<file path="config.mk">
export PLATFORM = sky130hd
export DESIGN_NAME = nn_layer_sequencer
export DESIGN_NICKNAME = d
export VERILOG_FILES = /design/src/rtl/nn_pkg.sv /design/src/rtl/nn_layer_sequencer.sv
export SDC_FILE = /design/constraint.sdc
export NUM_CORES = 1
export LEC_CHECK = 0
export BUFFER_PORTS_ARGS = -buffer_cell sky130_fd_sc_hd__buf_2
export CORE_ASPECT_RATIO = 0.9
export CORE_MARGIN = 1.5
export CORE_UTILIZATION = 35
export CTS_CLUSTER_DIAMETER = 80
export DETAILED_ROUTE_END_ITERATION = 6
export PLACE_DENSITY_LB_ADDON = 0.25
export SYNTH_ARGS = -nofsm -noshare
export SYNTH_HDL_FRONTEND = slang
export SYNTH_SLANG_ARGS = --single-unit
</file>
<file path="constraint.sdc">
create_clock -name clk -period 2.4 [get_ports clk]
set_input_delay 0.48 -clock clk [delete_from_list [all_inputs] [get_ports clk]]
set_output_delay 0.48 -clock clk [all_outputs]
set_load 0.01 [all_outputs]
</file>
<file path="src/rtl/nn_pkg.sv">
// Shared types and helpers for the fully connected layer sequencer and its weight store.
package nn_pkg;

  localparam int DW_DEFAULT = 32;

  typedef enum logic [2:0] {
    IDLE,
    FETCH,
    DRAIN,
    EMIT,
    DONE
  } state_t;

  // Index widths must stay at least one bit even for single-entry ranges.
  function automatic int clog2_min1(input int n);
    return (n <= 1) ? 1 : $clog2(n);
  endfunction

endpackage

</file>
<file path="src/rtl/nn_layer_sequencer.sv">
// Streams one layer's weights neuron by neuron, drives the MAC strobes aligned
// with the returned read data and hands each finished neuron downstream.
module nn_layer_sequencer
  import nn_pkg::*;
#(
  parameter int SIZE  = 2,
  parameter int COUNT = 1,
  parameter int DW    = DW_DEFAULT,
  parameter int AW    = clog2_min1(SIZE * COUNT),
  parameter int IW    = clog2_min1(SIZE),
  parameter int NW    = clog2_min1(COUNT)
) (
  input  logic          clk,
  input  logic          rst_n,
  input  logic          start,
  input  logic          abort,
  output logic          busy,
  output logic          done,
  output logic          w_rd_en,
  output logic [AW-1:0] w_addr,
  input  logic [DW-1:0] w_data,
  output logic          mac_en,
  output logic          mac_first,
  output logic [DW-1:0] mac_w,
  output logic [IW-1:0] mac_x_idx,
  output logic          res_valid,
  output logic [NW-1:0] res_idx,
  input  logic          res_ready
);

  localparam logic [IW-1:0] I_LAST = IW'(SIZE - 1);
  localparam logic [NW-1:0] N_LAST = NW'(COUNT - 1);
  localparam logic [AW-1:0] A_LAST = AW'(SIZE * COUNT - 1);

  state_t        state_reg, state_next;
  logic [NW-1:0] n_reg, n_next;
  logic [IW-1:0] i_reg, i_next;
  logic [AW-1:0] addr_reg, addr_next;
  logic          mac_en_reg, mac_first_reg;
  logic [IW-1:0] mac_x_idx_reg;

  always_ff @(posedge clk or negedge rst_n) begin
    if (!rst_n) begin
      state_reg <= IDLE;
      n_reg     <= '0;
      i_reg     <= '0;
      addr_reg  <= '0;
    end else begin
      state_reg <= state_next;
      n_reg     <= n_next;
      i_reg     <= i_next;
      addr_reg  <= addr_next;
    end
  end

  always_comb begin
    state_next = state_reg;
    n_next     = n_reg;
    i_next     = i_reg;
    addr_next  = addr_reg;
    case (state_reg)
      IDLE: begin
        if (start && !abort) begin
          state_next = FETCH;
          n_next     = '0;
          i_next     = '0;
          addr_next  = '0;
        end
      end
      FETCH: begin
        // Wrap after the final word so the address never leaves the store.
        addr_next = (addr_reg == A_LAST) ? '0 : addr_reg + 1'b1;
        if (i_reg == I_LAST) begin
          i_next     = '0;
          state_next = DRAIN;
        end else begin
          i_next = i_reg + 1'b1;
        end
      end
      DRAIN: state_next = EMIT;
      EMIT: begin
        if (res_ready) begin
          if (n_reg == N_LAST) begin
            state_next = DONE;
          end else begin
            n_next     = n_reg + 1'b1;
            i_next     = '0;
            state_next = FETCH;
          end
        end
      end
      DONE: begin
        state_next = IDLE;
        n_next     = '0;
        i_next     = '0;
        addr_next  = '0;
      end
      default: state_next = IDLE;
    endcase
    if (abort && state_reg != IDLE) begin
      state_next = IDLE;
      n_next     = '0;
      i_next     = '0;
      addr_next  = '0;
    end
  end

  // MAC strobes lag the read by one cycle to line up with the store's data.
  always_ff @(posedge clk or negedge rst_n) begin
    if (!rst_n) begin
      mac_en_reg    <= 1'b0;
      mac_first_reg <= 1'b0;
      mac_x_idx_reg <= '0;
    end else begin
      mac_en_reg    <= w_rd_en && !abort;
      mac_first_reg <= w_rd_en && !abort && (i_reg == '0);
      mac_x_idx_reg <= abort ? '0 : i_reg;
    end
  end

  assign busy      = (state_reg != IDLE);
  assign done      = (state_reg == DONE);
  assign w_rd_en   = (state_reg == FETCH);
  assign w_addr    = addr_reg;
  assign mac_en    = mac_en_reg;
  assign mac_first = mac_first_reg;
  assign mac_x_idx = mac_x_idx_reg;
  assign mac_w     = w_data;
  assign res_valid = (state_reg == EMIT);
  assign res_idx   = n_reg;

endmodule

</file>
## Word level (Yosys, flattened, before mapping)

Index checks and enable logic that the tools add are counted.

| storage, ports and cells | value |
|---|---|
| output and inout port bits | 41 |
| bits in registers | 9 |
| bits of input ports | 37 |
| word-level logic and storage cells | 53 |

| operators by class | value |
|---|---|
| reductions and logical operators | 14 |
| mux-type cells | 20 |
| add/subtract/negate cells | 3 |
| bitwise gates (word level) | 1 |
| equal/unequal tests | 8 |

Operator list:

| operator | number |
|---|---|
| $mux 3 | 5 |
| $pmux 3 s4 | 1 |
| $mux 1 | 11 |
| $ne 3x1->1 const B | 3 |
| $reduce_bool 4->1 | 2 |
| $eq 3x2->1 const B | 2 |
| $pmux 1 s3 | 2 |
| $reduce_and 3->1 | 2 |
| $reduce_bool 5->1 | 1 |
| $logic_and 1x1->1 | 4 |
| $pmux 1 s4 | 1 |
| $reduce_and 4->1 | 1 |
| $add 1x1->1 const B | 3 |
| $eq 3x1->1 const B | 1 |
| $eq 3x3->1 const B | 1 |
| $logic_not 3->1 | 1 |
| $ne 3x3->1 const B | 1 |
| $reduce_bool 3->1 | 1 |
| $reduce_and 2->1 | 1 |
| $logic_not 1->1 | 1 |
| $not 1->1 | 1 |

## Logic depth before layout (Yosys ltp)

| depth | value |
|---|---|
| word-level depth | 5 |
| depth in mapped cells | 4 |
| depth with buffers taken out | 3 |

## Worst setup path before layout

No wires, ideal clock.

| path | value |
|---|---|
| path type | register to output |
| from | register state_reg[1] |
| to | output port done |
| arrival time | 0.863 ns |
| cell stages (with the launch flop) | 3 |
| required time | 1.920 ns |
| path slack | 1.057 ns |
| buffers on the path | 1 |
| path through | dfrtp_1 -> buf_4 -> nor3b_1 |

| between the ends | value |
|---|---|
| word-level cells in the longest chain between the ends | 1 |

Ends and longest elaborated chain:

| item | line | source |
|---|---|---|
| from (decl) | nn_layer_sequencer.sv:35 | `state_t state_reg, state_next;` |
| from (signal assigned) | nn_layer_sequencer.sv:49 | `state_reg <= state_next;` |
| $eq 3x3->1 | nn_layer_sequencer.sv:122 | `assign done = (state_reg == DONE);` |
| to (decl) | nn_layer_sequencer.sv:18 | `output logic done,` |

No other way between the ends.

## Final worst setup path

| path | value |
|---|---|
| from | register state_reg[1] |
| to | output port busy |

| between the ends | value |
|---|---|
| word-level cells in the longest chain between the ends | 1 |

Ends and longest elaborated chain:

| item | line | source |
|---|---|---|
| $reduce_bool 3->1 | nn_layer_sequencer.sv:121 | `assign busy = (state_reg != IDLE);` |
| to (decl) | nn_layer_sequencer.sv:17 | `output logic busy,` |

No other way between the ends.

==> impl_results.md <==
- Die width: 48.9 µm
- # diodes: 0
- CP max FO: 13
- Psw: 114 µW
- Req. time, crit path: 1.92 ns
- Most common cell after layout, fill and taps aside: buf_2
- Crit. End Element: primary output
- Overall routing resource usage: 0.113
- Hold Buf Count CTS: 0
- Utilization after layout: 0.284
- Clk slew on worst S/H paths: 0.06 ns
- Most frequent cells in the layout: 12 x buf_2, 8 x dfrtp_1, 5 x nor2_1
- Count of pins over their slew limit: 0
- Nets: 94
- Multi-input gate area: 171 µm²
- Flip-flop and latch area: 200 µm²
- Root Driver: clkbuf_4
- Status: finished, final reports clean
- FMAX: 553 MHz
- Post-CTS resize count: 0
- Die area: 2170 µm²
- Crit path kind: flip-flop to primary output
- Crit path cell chain: or3_4 -> buf_2
- Layout Skew: 0.00697 ns
- CP max-delay cell: dfrtp_1
- Drt wl/cell: 14.3 µm
- Max incr delay on CP: 0.50 ns
- Fin Setup TNS: 0 ns
- Fin crit share: 0.753
- Sequential fraction of the synthesis area: 0.301
- Total core area: 1730 µm²
- Hold WS: 0.0583 ns
- Worst Setup Start Kind: flip-flop
- Clock power frac: 0.284
- Synth cell types: 21
- Comb power frac: 0.226
- Int Pwr: 251 µW
- Hold Crit Class: input pin to async pin
- Post-Syn Area: 664 µm²
- TritonCTS buffer count: 3
- Mapped Nets: 114
- Post-DP HPWL: 876 µm
- Dpl cells: 76
- Rows: 14
- Largest net degree at the start of global routing: 14
- H-tree depth: 1
- # DRC: 0
- Fin. Hold Viols: 0
- Flop pwr share: 0.490
- Post-route setup slack: 0.592 ns
- Final setup violation count: 0
- I/O pin count: 78
- Placement Setup Slack: 0.876 ns
- Number of antenna violations at the first check in global routing: 0
- Port-buffer cells: 12
- CTS tree: yes
- Routed WL: 1130 µm
- GPL Wtd Cong: 0.728
- Reported max-cap violation count: 0
- Cell Pwr Density: 742 nW/µm²
- Non-Filler Instances: 79
- Cells after synthesis: 77
- Seq cells post-synth: 8
- Layout cells sized above 1: 0.309
- Sw frac: 0.312
- Clk Latency, worst-skew pair: 0.25 ns
- Max reg flops: 3
- RSZ-0062 raised after global routing: no
- Fillers: 196
- CTS sink cnt: 8
- Tmin final: 1.81 ns
- Vias after detailed routing: 380
- Pleak: 0.000262 µW
- Initial Util: 0.383
- Yosys warnings: 0
- Vias in the first global route: 347
- WP data arrival: 1.33 ns
- Number of routed nets with antenna violations: 0
- First-pass GRT wire length: 1730 µm
- R2R depth: 3
- Router iterations before antenna repair: 2
- Post-CTS setup buffers: 0
- Die height: 44.3 µm
- Synthesized area per cell: 8.63 µm²
- Worst VDD drop: 253 µV
- Clock Path Buffers: 2
- GR Overflow Total: 0
- Vias per inst: 4.81
- Synth-to-Final Area Change: -26.0%
- Drt initial violations: 1
## area by class of cell
| cell class | count | share of cell area |
|---|---|---|
| Clock buffer | 3 | 0.0458 |
| Sequential cell | 8 | 0.407 |
| Timing Repair Buffer | 12 | 0.122 |
| Inverter | 2 | 0.0153 |
| Tap cell | 24 | 0.0611 |
| Multi-Input combinational cell | 30 | 0.349 |
## cells in the mapped netlist (all sizes together)
library cell / number / share of area
or3: 3 / 0.036
a22o: 1 / 0.013
nor3: 2 / 0.015
nor4: 1 / 0.0094
a21oi: 5 / 0.043
nor2b: 1 / 0.0094
a211oi: 1 / 0.011
nor2: 5 / 0.028
a21o: 1 / 0.011
and3: 1 / 0.0094
dfrtp: 8 / 0.30
inv: 2 / 0.011
buf: 37 / 0.43
nand2: 3 / 0.017
o21a: 1 / 0.011
o21ai: 2 / 0.015
conb: 1 / 0.0056
nor3b: 2 / 0.023
## worst paths after layout
check / from / slack [ns] / end
setup / recovery: state_reg[1] / 0.59 / busy
hold / removal: rst_n / 0.06 / mac_en
setup reg to reg: state_reg[1] / 1.12 / i_reg
hold reg to reg: w_addr / 0.57 / w_addr
max in group asynchronous: rst_n / 2.17 / w_addr
min in group clk: abort / 0.50 / mac_en
## metrics by stage
step	instance area [µm²]	total power [µW]
after CTS	492	372
after detailed placement	469	265
after global placement	469	263
after floorplan	664	294
after global routing	492	399
final	492	365
## worst max-delay path: cells and delay by family, from the launching register on
family	cells	cell delay (ns)
buf+inv	1	0.15
flops	1	0.50
simple gates	1	0.43
## logic make-up after synthesis
kind of cell | Yosys count | synth area share
AOI/OAI and AO/OA | 11 | 0.105
other | 1 | 0.00564
and+or+nand+nor | 18 | 0.147
DFF | 8 | 0.301
buffers and inverters | 39 | 0.441
## metal layers
metal,vias to the layer above,share of wire,global-route usage
li1,171,-,-
met1,171,0.37,0.111
met2,30,0.46,0.167
met3,8,0.15,0.105
met4,0,0.024,0.0457
met5,-,0,0
## power groups by stage
| stage | Sequential (µW) | Combinational, µW | Clock [µW] |
|---|---|---|---|
| 2_1_floorplan | 173 | 121 | 0 |
| 3_3_place_gp | 179 | 83.5 | 0 |
| 3_5_place_dp | 180 | 84.8 | 0 |
| 4_1_cts | 178 | 84.6 | 110 |
| 5_1_grt | 182 | 94.3 | 122 |
| 6_report | 179 | 82.5 | 104 |
(Power assumes the default switching activity.)
